`src/rtl/instr_encoder_loader_if.sv`:
```
// Request bundle between a program source and the instruction encoder/loader.
// master drives field-level requests; slave returns ready.
interface instr_encoder_loader_if;
    logic        valid;
    logic        ready;
    logic        last;
    logic [3:0]  op;
    logic [4:0]  rd;
    logic [4:0]  rn;
    logic [4:0]  rm;
    logic [25:0] imm;

    modport master (output valid, last, op, rd, rn, rm, imm, input ready);
    modport slave  (input valid, last, op, rd, rn, rm, imm, output ready);
endinterface

```
`src/rtl/instr_encoder_loader.sv`:
```
// Boot loader: encodes LEGv8 field requests, buffers them, writes sequential imem words.
// Optional ENC_RANGE_CHECK_EN rejects immediates that do not fit their field.
module instr_encoder_loader #(
    parameter int DEPTH  = 4,
    parameter int ADDR_W = 64,
    parameter int CNT_W  = 16
) (
    input  logic                  i_clk,
    input  logic                  i_reset,
    input  logic                  i_start,
    input  logic [ADDR_W-1:0]     i_base_addr,
    instr_encoder_loader_if.slave req,
    output logic                  o_imem_we,
    output logic [ADDR_W-1:0]     o_imem_addr,
    output logic [31:0]           o_imem_wdata,
    input  logic                  i_imem_ready,
    output logic                  o_cpu_hold,
    output logic                  o_busy,
    output logic                  o_done,
    output logic [CNT_W-1:0]      o_count,
    output logic                  o_err
);
    localparam int AW = $clog2(DEPTH);

    typedef enum logic [1:0] {S_IDLE, S_LOAD, S_DRAIN, S_DONE} state_t;

    state_t            r_state, w_state_nxt;
    logic [31:0]       r_fifo [DEPTH];
    logic [AW:0]       r_wptr, r_rptr;
    logic [AW:0]       w_occ;
    logic              w_empty, w_full, w_accept, w_push, w_pop, w_legal, w_start;
    logic [31:0]       w_enc;
    logic [ADDR_W-1:0] r_addr;
    logic [CNT_W-1:0]  r_count;
    logic              r_err;

    assign w_occ   = r_wptr - r_rptr;
    assign w_empty = (w_occ == '0);
    assign w_full  = (w_occ == (AW+1)'(DEPTH));

    assign req.ready = (r_state == S_LOAD) && !w_full;
    assign w_accept  = req.valid && req.ready;
    assign w_push    = w_accept && w_legal;
    assign w_start   = i_start && (r_state == S_IDLE || r_state == S_DONE);

    assign o_imem_we    = !w_empty && (r_state == S_LOAD || r_state == S_DRAIN);
    assign w_pop        = o_imem_we && i_imem_ready;
    // Gate with we so the bus reads zero whenever no word is on offer.
    assign o_imem_wdata = o_imem_we ? r_fifo[r_rptr[AW-1:0]] : '0;
    assign o_imem_addr  = r_addr;
    assign o_count      = r_count;
    assign o_err        = r_err;
    assign o_cpu_hold   = (r_state != S_DONE);
    assign o_busy       = (r_state == S_LOAD) || (r_state == S_DRAIN);
    assign o_done       = (r_state == S_DONE);

    always_comb begin
        w_enc   = '0;
        w_legal = 1'b1;
        case (req.op)
            4'd0: w_enc = {10'b1001000100, req.imm[11:0], req.rn, req.rd};
            4'd1: w_enc = {11'b10101011000, req.rm, 6'b0, req.rn, req.rd};
            4'd2: w_enc = {11'b11101011000, req.rm, 6'b0, req.rn, req.rd};
            4'd3: w_enc = {6'b000101, req.imm};
            4'd4: w_enc = {6'b100101, req.imm};
            4'd5: w_enc = {8'b01010100, req.imm[18:0], 5'b01011};
            4'd6: w_enc = {8'b10110100, req.imm[18:0], req.rd};
            4'd7: w_enc = {11'b11010110000, 5'b11111, 6'b0, req.rn, 5'b0};
            4'd8: w_enc = {11'b11111000010, req.imm[8:0], 2'b00, req.rn, req.rd};
            4'd9: w_enc = {11'b11111000000, req.imm[8:0], 2'b00, req.rn, req.rd};
            default: w_legal = 1'b0;
        endcase
`ifdef ENC_RANGE_CHECK_EN
        // A signed value fits N bits when all bits above N-1 copy the sign.
        case (req.op)
            4'd0:       if (req.imm[25:12] != '0) w_legal = 1'b0;
            4'd5, 4'd6: if (req.imm[25:18] != {8{req.imm[25]}}) w_legal = 1'b0;
            4'd8, 4'd9: if (req.imm[25:8] != {18{req.imm[25]}}) w_legal = 1'b0;
            default: ;
        endcase
`endif
    end

    always_comb begin
        w_state_nxt = r_state;
        case (r_state)
            S_IDLE:  if (i_start) w_state_nxt = S_LOAD;
            S_LOAD:  if (w_accept && req.last) w_state_nxt = S_DRAIN;
            S_DRAIN: if (w_empty || (w_pop && w_occ == (AW+1)'(1))) w_state_nxt = S_DONE;
            S_DONE:  if (i_start) w_state_nxt = S_LOAD;
            default: w_state_nxt = S_IDLE;
        endcase
    end

    always_ff @(posedge i_clk) begin
        if (w_push) r_fifo[r_wptr[AW-1:0]] <= w_enc;
    end

    always_ff @(posedge i_clk or posedge i_reset) begin
        if (i_reset) begin
            r_state <= S_IDLE;
            r_wptr  <= '0;
            r_rptr  <= '0;
            r_addr  <= '0;
            r_count <= '0;
            r_err   <= 1'b0;
        end else begin
            r_state <= w_state_nxt;
            if (w_push) r_wptr <= r_wptr + 1'b1;
            if (w_pop)  r_rptr <= r_rptr + 1'b1;
            if (w_start) begin
                r_addr  <= i_base_addr;
                r_count <= '0;
                r_err   <= 1'b0;
            end else begin
                if (w_pop) begin
                    r_addr  <= r_addr + ADDR_W'(4);
                    r_count <= r_count + 1'b1;
                end
                if (w_accept && !w_legal) r_err <= 1'b1;
            end
        end
    end
endmodule

```
`src/flat_wrapper.sv`:
```
// flat-port wrapper written by rule: the top's interface ports become plain ports
module instr_encoder_loader_flat 
#(
    parameter int DEPTH  = 4,
    parameter int ADDR_W = 64,
    parameter int CNT_W  = 16
)
  (i_clk, i_reset, i_start, i_base_addr, o_imem_we, o_imem_addr, o_imem_wdata, i_imem_ready, o_cpu_hold, o_busy, o_done, o_count, o_err, req_valid, req_last, req_op, req_rd, req_rn, req_rm, req_imm, req_ready);
  instr_encoder_loader_if req_i ();
  input  logic i_clk;
  input  logic i_reset;
  input  logic i_start;
  input  logic [ADDR_W-1:0] i_base_addr;
  output logic o_imem_we;
  output logic [ADDR_W-1:0] o_imem_addr;
  output logic [31:0] o_imem_wdata;
  input  logic i_imem_ready;
  output logic o_cpu_hold;
  output logic o_busy;
  output logic o_done;
  output logic [CNT_W-1:0] o_count;
  output logic o_err;
  input wire logic [$bits(req_i.valid)-1:0] req_valid;
  input wire logic [$bits(req_i.last)-1:0] req_last;
  input wire logic [$bits(req_i.op)-1:0] req_op;
  input wire logic [$bits(req_i.rd)-1:0] req_rd;
  input wire logic [$bits(req_i.rn)-1:0] req_rn;
  input wire logic [$bits(req_i.rm)-1:0] req_rm;
  input wire logic [$bits(req_i.imm)-1:0] req_imm;
  output wire logic [$bits(req_i.ready)-1:0] req_ready;
  assign req_i.valid = req_valid;
  assign req_i.last = req_last;
  assign req_i.op = req_op;
  assign req_i.rd = req_rd;
  assign req_i.rn = req_rn;
  assign req_i.rm = req_rm;
  assign req_i.imm = req_imm;
  assign req_ready = req_i.ready;
  instr_encoder_loader #(.DEPTH(DEPTH), .ADDR_W(ADDR_W), .CNT_W(CNT_W)) u_core (.i_clk(i_clk), .i_reset(i_reset), .i_start(i_start), .i_base_addr(i_base_addr), .req(req_i), .o_imem_we(o_imem_we), .o_imem_addr(o_imem_addr), .o_imem_wdata(o_imem_wdata), .i_imem_ready(i_imem_ready), .o_cpu_hold(o_cpu_hold), .o_busy(o_busy), .o_done(o_done), .o_count(o_count), .o_err(o_err));
endmodule
```
`config.mk`:
```
export PLATFORM = sky130hd
export DESIGN_NAME = instr_encoder_loader_flat
export DESIGN_NICKNAME = d
export VERILOG_FILES = /design/src/rtl/instr_encoder_loader_if.sv /design/src/rtl/instr_encoder_loader.sv /design/src/flat_wrapper.sv
export SDC_FILE = /design/constraint.sdc
export NUM_CORES = 1
export LEC_CHECK = 0
export BUFFER_PORTS_ARGS = -buffer_cell sky130_fd_sc_hd__buf_2
export CORE_ASPECT_RATIO = 0.9
export CORE_MARGIN = 10
export CORE_UTILIZATION = 47
export DETAILED_ROUTE_END_ITERATION = 6
export PLACE_DENSITY = 0.81
export SYNTH_ARGS = -nofsm -noshare
export SYNTH_HDL_FRONTEND = slang
export SYNTH_SLANG_ARGS = --single-unit
```
`constraint.sdc`:
```
create_clock -name i_clk -period 3.9 [get_ports i_clk]
set_clock_uncertainty 0.1 [all_clocks]
set_input_delay 1.17 -clock i_clk [delete_from_list [all_inputs] [get_ports i_clk]]
set_output_delay 1.17 -clock i_clk [all_outputs]
set_load 0.005 [all_outputs]
```
==> results of run 1 <==
-- metal layers --
metal / GRT usage (%) / wire (um)
met1: 27.3 / 13600
met5: 0 / 13
met3: 4.09 / 2700
met2: 32.5 / 15700
met4: 7.67 / 1350
-- flip-flops by register name, summed over array words and instances (netlist names) --
signal,count
u_core.r_rptr,3
u_core.r_state,2
u_core.r_wptr,3
u_core.o_imem_addr,64
u_core.o_count,16
u_core.o_err,1
u_core.r_fifo,128
-- synthesized netlist by cell type, types with 5 or more instances --
master                      count
sky130_fd_sc_hd__edfxtp_1     128
sky130_fd_sc_hd__nand2_1       90
sky130_fd_sc_hd__dfrtp_1       89
sky130_fd_sc_hd__nor2_1        77
sky130_fd_sc_hd__o21ai_0       56
sky130_fd_sc_hd__clkbuf_1      41
sky130_fd_sc_hd__nand3_1       41
sky130_fd_sc_hd__nand4_1       37
sky130_fd_sc_hd__nor2b_1       36
sky130_fd_sc_hd__mux4_2        32
sky130_fd_sc_hd__a21oi_1       28
sky130_fd_sc_hd__inv_1         26
sky130_fd_sc_hd__a31oi_1       23
sky130_fd_sc_hd__xor2_1        22
sky130_fd_sc_hd__nor3_1        18
sky130_fd_sc_hd__or4_1         18
sky130_fd_sc_hd__or3_1         16
sky130_fd_sc_hd__a22oi_1       15
sky130_fd_sc_hd__xnor2_1       13
sky130_fd_sc_hd__and2_1        12
sky130_fd_sc_hd__and3_1        12
sky130_fd_sc_hd__ha_1          11
sky130_fd_sc_hd__nor4_1        11
sky130_fd_sc_hd__o31ai_1       10
sky130_fd_sc_hd__a222oi_1       9
sky130_fd_sc_hd__o211ai_1       9
sky130_fd_sc_hd__buf_1          7
sky130_fd_sc_hd__and4_1         6
sky130_fd_sc_hd__a2111oi_0      5
sky130_fd_sc_hd__a211oi_1       5
sky130_fd_sc_hd__a311oi_1       5
-- how the worst min path moves through the flow --
| stage | from | endpoint | slack [ns] |
|---|---|---|---|
| final | u_core.o_imem_addr[0] | u_core.o_imem_addr[0] | 0.37 |
| after global routing | u_core.o_imem_addr[0] | u_core.o_imem_addr[0] | 0.40 |
| after CTS | u_core.o_imem_addr[0] | u_core.o_imem_addr[0] | 0.38 |
| after detailed placement | u_core.o_imem_addr[0] | u_core.o_imem_addr[0] | 0.36 |
| after global placement | u_core.o_imem_addr[0] | u_core.o_imem_addr[0] | 0.35 |
| after floorplan | u_core.r_wptr[2] | u_core.r_wptr[2] | 0.37 |
-- worst max-delay path, delay by kind of cell (launching register included) --
kind | cells | cell delay [ns]
AO/OA/AOI/OAI | 1 | 0.32
adder cells (fa/ha/maj) | 2 | 0.75
buffers and inverters | 3 | 0.43
flip-flops | 1 | 0.38
AND/OR/NAND/NOR | 2 | 0.14
-- power groups by stage --
| stage | Clock, mW | Combinational [mW] | Sequential, mW |
|---|---|---|---|
| 5_1_grt | 2.59 | 4.82 | 3.58 |
| 4_1_cts | 2.50 | 4.09 | 3.50 |
| 6_report | 2.46 | 4.42 | 3.52 |
| 2_1_floorplan | 0 | 2.38 | 3.45 |
| 3_3_place_gp | 0 | 3.93 | 3.51 |
| 3_5_place_dp | 0 | 4.04 | 3.54 |
-- kinds of logic (layout without fill, tap and decap cells) --
group	count (synthesis)	after routing	share of synthesized area, %
muxes	38	38	7.17
adders and majority gates	12	12	1.44
AOI/OAI and AO/OA	194	194	11.9
xor gates and xnor gates	37	37	3.23
and+or+nand+nor	383	383	18.0
buffers and inverters	78	332	2.71
other	0	2	0
DFF	217	217	55.6
-- per-stage QoR --
stage | util (%) | hold WS, ns
2_1_floorplan | - | 0.366
3_5_place_dp | 55.1 | 0.361
4_1_cts | 58.9 | 0.377
3_3_place_gp | 55.1 | 0.354
5_1_grt | 59.4 | 0.395
6_report | 59.4 | 0.373
-- placed cells by master, fill, tap and decap left out, types with 9 or more instances in the layout --
cell type	synthesis	routed
sky130_fd_sc_hd__nor2_1	77	76
sky130_fd_sc_hd__a22oi_1	15	15
sky130_fd_sc_hd__and3_1	12	12
sky130_fd_sc_hd__clkbuf_16	0	27
sky130_fd_sc_hd__nor4_1	11	11
sky130_fd_sc_hd__nand3_1	41	41
sky130_fd_sc_hd__o21ai_0	56	55
sky130_fd_sc_hd__a31oi_1	23	23
sky130_fd_sc_hd__a21oi_1	28	27
sky130_fd_sc_hd__a222oi_1	9	9
sky130_fd_sc_hd__inv_1	26	24
sky130_fd_sc_hd__or3_1	16	16
sky130_fd_sc_hd__buf_4	0	22
sky130_fd_sc_hd__nor3_1	18	18
sky130_fd_sc_hd__or4_1	18	18
sky130_fd_sc_hd__nand4_1	37	37
sky130_fd_sc_hd__nor2b_1	36	36
sky130_fd_sc_hd__o211ai_1	9	9
sky130_fd_sc_hd__xnor2_1	13	13
sky130_fd_sc_hd__nand2_1	90	88
sky130_fd_sc_hd__dfrtp_1	89	88
sky130_fd_sc_hd__ha_1	11	11
sky130_fd_sc_hd__edfxtp_1	128	128
sky130_fd_sc_hd__o31ai_1	10	10
sky130_fd_sc_hd__buf_2	3	232
sky130_fd_sc_hd__mux4_2	32	32
sky130_fd_sc_hd__xor2_1	22	22
sky130_fd_sc_hd__and2_1	12	12
-- area by class of cell --
cell class	count	area, sq um
fill	1862	9220
multi-input combinational	664	4590
clock buffer	30	674
sequential	217	6070
timing repair buffer	261	1470
antenna	2	5.00
tap	297	372
clock inverter	14	196
inverter	27	103
-- what timing repair did --
action	4_1_cts	5_1_grt
endpoints found under the hold margin	0	0
cloned	0	3
resized for setup	2	6
setup endpoints to repair	33	33
setup buffers	0	2
==> summary.md, run 1 <==
- finished with violations — outcome
- DRC — violations in the final reports
- 97.6% — post-route fraction of the period consumed by the critical path
- sky130_fd_sc_hd__edfxtp_1 — Yosys top cell by area
- 22.0 um — Routed wire per std cell
- 128 — number of enable-type register cells in the synthesized netlist
- 2 — number of stages on the worst hold path
- built — clock tree from TritonCTS
- 3 — worst-case clock buffer depth
- 12.1% — Slew Limit Headroom
- 0 — Final setup viols
- 1322 — layout net count
- 24 — number of buffers created by CTS
- 23.7% — fraction of power consumed by the clock network
- 0.000513 V — peak ir drop on the vdd network
- 9 — Reg2Reg Depth
- 1 — level count of the clock H-tree
- 48.1% — initial standard-cell utilization of the core
- 38.0% — switching part of the total
- 23.2 mm — detailed placer's ending HPWL
- 0.51 ns — Clk Latency, worst-skew pair
- 13500 sq um — Final Instance Area
- 33.3 mm — final WL
- 0 — hold violation total from the final report
- 9253 — routed via count
- 29.3% — share of post-route cells with drive strength above 1
- 8 — highest fanout seen on the critical path
- 8813 — number of global-route vias before repair
- 217 — clk sinks
- 0.60 ns — register-to-register setup slack
- 0 — DRT antenna net count
- 0 — Max-Cap Viols
- 33.8% — fraction of power consumed by sequential logic
- 11.4 sq um — Avg Cell Area, Syn
- 0.56 ns — CP max stage delay
- 23.4% — Layout Area Growth over Synthesis
- 1512 — non-filler cells, final
- 771 nW/um^2 — total power density per cell area
- 0.442 ns — DP Worst Slack
- 217 — number of register bits inferred by synthesis
- o_imem_wdata[6] — crit path to
- register to register — Hold/Removal Path Class
- 0.959 — GP Congestion
- register to primary output — kind of critical path
- 42.5% — combinational cell fraction of total power
- 233 — number of I/O pins
- 35.2% — top-area cell type share of the netlist area
- sky130_fd_sc_hd__fa_2 — Worst path slowest cell
- 29800 sq um — area of the die
- 165 um — die height
- 0 — Max Transition Viols Final
- u_core.r_fifo[3][2] — Crit Reg-Reg Endpoint
- 3.95 mW — sw power
- sky130_fd_sc_hd__edfxtp_1 (35%), sky130_fd_sc_hd__dfrtp_1 (20%), sky130_fd_sc_hd__mux4_2 (6.6%) — leading post-synthesis cells by cell area
- 41.0% — FFs w/ async S/R, synth
- 263 MHz — f_max
- 6.12 — Avg Vias per Cell
- u_core.r_wptr[0] — reg-to-reg startpoint
- 2.63 ns — Worst EP required
- 5.34 nW — Leakage Power
- 181 um — die width
- primary output — Worst setup EP type
- 0.0919 ns — post-layout worst setup margin
- 1461 — Placed Instances
- sky130_fd_sc_hd__edfxtp_1 — Most used DFF post-synth
- 0 ns — aggregate negative setup slack
- 0 — residual overflow from global routing
- 55.6% — sequential element share of the synthesized area
- 10.4 mW — power after layout
- 0 — Synthesis Warnings
- 0.06 ns — Clock Pin Slew Worst Setup and Hold Paths
- u_core.r_wptr[0] — launch point of the worst path
- 0 — count of hold-fix buffers inserted at cts
- 959 — number of instances in the synthesized netlist
- 20.4% — total routing resource utilization after global routing
- 6.45 mW — Internal Power
- 22700 sq um — area of the core
- 1.31 ns — slew at the pin with the worst max-slew slack
- 62 — count of different cell masters after synthesis
- 232 — IO buf count
- 72 — maximum number of pins on one net before global-route repair
- inv_2, ha_1, fa_2, nand2_2, o21ai_4, clkbuf_16, nor2b_1, buf_2 — CP cell instances
- 3 — number of antenna violations at the first check in global routing
- 7 — 1st-pass router iterations
- 10900 sq um — post-synth design cell area
- 49.5 mm — first-pass GRT wire length
- 52 — # rows
- sky130_fd_sc_hd__clkbuf_16 — buffer cell driving the clock tree root
- 12500 sq um — area of placed instances
- 1086 — Mapped Nets
- 3.81 ns — Final min period
- 2 — DRC
- register — CP Launch Type
- 1078 — DRC violation total after the first TritonRoute iteration
- 2.54 ns — Data arrival, critical path
Note: power is estimated with default switching activity, not from simulation.
==> inputs of run 2 (changes only) <==
CORE_UTILIZATION = 30   (was 47)
CTS_CLUSTER_SIZE = 28   (was default)
PLACE_DENSITY = 0.6   (was 0.81)
==> run 2 against run 1 <==
  * The flow now finishes without violations
  * Core utilization down 22 points
  * Worst setup slack better by 0.034 ns
  * Cell count rose by 12%
  * Clock power is 9.3% lower
  * First-iteration DRC count shrank 21%
  * Highest routed layer is now met4
==> summary.md, run 2 (synthesis gave the netlist of run 1 again) <==
- 232 — IO buf count
- 0 — Max Transition Viols Final
- 0.67 ns — register-to-register setup slack
- 21.8% — fraction of power consumed by the clock network
- 9086 — number of global-route vias before repair
- 0.846 ns — slew at the pin with the worst max-slew slack
- 8 — highest fanout seen on the critical path
- u_core.r_wptr[0] — reg-to-reg startpoint
- 0 — hold violation total from the final report
- sky130_fd_sc_hd__buf_2 — most frequent standard cell in the layout excluding fill and tap cells
- 0 — DRT antenna net count
- 50 — maximum number of pins on one net before global-route repair
- false — unrepaired setup endpoints after global routing
- completed — outcome
- sky130_fd_sc_hd__fa_2 — Worst path slowest cell
- 20.7 um — Routed wire per std cell
- 25.1% — Layout Area Growth over Synthesis
- 2 — number of stages on the worst hold path
- 2.06 mm — amount of wire on met3 after detailed routing
- 217 — clk sinks
- built — clock tree from TritonCTS
- 96.8% — post-route fraction of the period consumed by the critical path
- 4 — crit path buf inv count
- 0.53 ns — Clk Latency, worst-skew pair
- 2.50 ns — Data arrival, critical path
- register to primary output — kind of critical path
- 2.63 ns — Worst EP required
- 0 ns — aggregate negative setup slack
- 39.0% — switching part of the total
- sky130_fd_sc_hd__buf_2 (232), sky130_fd_sc_hd__edfxtp_1 (128), sky130_fd_sc_hd__nand2_1 (88), sky130_fd_sc_hd__dfrtp_1 (88), sky130_fd_sc_hd__nor2_1 (76) — most frequent cells in the layout
- 1 — level count of the clock H-tree
- 746 nW/um^2 — total power density per cell area
- 15.1 mm — DRT met1 WL
- 1 — number of antenna violations at the first check in global routing
- 12800 sq um — area of placed instances
- u_core.o_imem_addr[55] — Crit Reg-Reg Endpoint
- 6.21 mW — Internal Power
- met4 — uppermost layer routed
- 233 — number of I/O pins
- 10.2 mW — power after layout
- 25.3 mm — detailed placer's ending HPWL
- 66 — # rows
- 5.32 nW — Leakage Power
- 0.921 — GP Congestion
- inv_2, ha_1, fa_2, xor3_2, o21ai_4, buf_4, clkbuf_16, nor2b_1, buf_2 — CP cell instances
- 851 — DRC violation total after the first TritonRoute iteration
- 7 — 1st-pass router iterations
- 13700 sq um — Final Instance Area
- register — CP Launch Type
- 43.4% — combinational cell fraction of total power
- 25 — number of buffers created by CTS
- 221 um — die width
- 17.0 mm — met2 routed WL
- 0 — Max-Cap Viols
- 34.7% — fraction of power consumed by sequential logic
- 53.9 mm — first-pass GRT wire length
- 43.1% — Slew Limit Headroom
- 44500 sq um — area of the die
- u_core.o_imem_addr[0] — beginning of the worst hold path
- 0.000402 V — peak ir drop on the vdd network
- 0.37 ns — CP max stage delay
- 3.77 ns — Final min period
- 14.9% — total routing resource utilization after global routing
- register to register — Hold/Removal Path Class
- 3 — worst-case clock buffer depth
- 265 MHz — f_max
- 0.06 ns — Clock Pin Slew Worst Setup and Hold Paths
- 3.98 mW — sw power
- sky130_fd_sc_hd__clkbuf_16 — buffer cell driving the clock tree root
- 8991 — routed via count
- adder cells — kind of cell adding the most delay to the critical path
- 0 — DRC
- 29.4% — share of post-route cells with drive strength above 1
- primary output — Worst setup EP type
- 30.3% — initial standard-cell utilization of the core
- 201 um — die height
- u_core.o_imem_addr[0] — endpoint of the worst hold path
- 0 — count of hold-fix buffers inserted at cts
- 8 — Reg2Reg Depth
- 0 — Final setup viols
- 1328 — layout net count
- 5.30 — Avg Vias per Cell
- 128 — flip-flop count of the largest register, all copies and words added
- 35.1 mm — final WL
- 0 — residual overflow from global routing
- 36100 sq um — area of the core
## run 2: changes by cell type in the layout (fill, tap and decap cells not counted), sizes merged
cell,delta
bufinv,-3
inv,+3
diode,-1
buf,+5
clkinv,+1
clkinvlp,-2
clkbuf,+1
## run 2: power by group through the flow
stage          registers, mW  logic [mW]  clock network, mW
2_1_floorplan           3.45        2.38                  0
3_3_place_gp            3.54        4.10                  0
3_5_place_dp            3.56        4.17                  0
4_1_cts                 3.53        4.23               2.29
5_1_grt                 3.61        4.88               2.39
6_report                3.54        4.43               2.23
## run 2: per-stage QoR
stage               cells  hold slack [ns]  utilization (%)  setup WS [ns]
floorplan             959            0.366                -          0.323
global placement     1645            0.356             35.5          0.528
detailed placement   1645            0.367             35.5          0.427
CTS                  1689            0.382             37.6         0.0282
global route         1695            0.417             37.9         0.0211
finish               1695            0.375             37.9          0.126
## run 2: repair_timing
item,4_1_cts,5_1_grt
gates resized for setup,3,4
hold endpoints to repair,0,0
cloned,0,2
setup endpoints to repair,33,33
buffers inserted,0,3
## run 2: final cells by class
type | count | area [sq um]
timing repair buffer | 266 | 1530
inverter | 27 | 104
fill | 3549 | 22400
clock buffer | 31 | 648
antenna | 1 | 2.50
clock inverter | 13 | 121
multi-input combinational | 664 | 4590
tap | 476 | 596
sequential | 217 | 6070
## run 2: worst register-to-register path, delay by kind of cell (launching register included)
| family | cells | cell delay [ns] |
|---|---|---|
| compound gates | 2 | 0.57 |
| fa+ha+maj | 2 | 0.64 |
| buf+inv | 1 | 0.10 |
| flops | 1 | 0.38 |
| simple gates | 3 | 1.36 |
## run 2: metal layers
metal  vias up  track usage [%]
li1       4153                -
met4         0             5.23
met5         -                0
met1      4456             19.3
met2       322             24.5
met3        60             2.63
## run 2: how the worst max path moves through the flow
stage          slack [ns]              from  cells after the start                 to
4_1_cts              0.03  u_core.r_wptr[0]                      8    o_imem_wdata[6]
5_1_grt              0.02  u_core.r_wptr[0]                      9   o_imem_wdata[29]
2_1_floorplan        0.32           i_reset                      1  u_core.o_count[0]
6_report             0.13  u_core.r_wptr[0]                      9    o_imem_wdata[6]
3_3_place_gp         0.53  u_core.r_wptr[0]                      8    o_imem_wdata[5]
3_5_place_dp         0.43  u_core.r_wptr[0]                      8   o_imem_wdata[29]
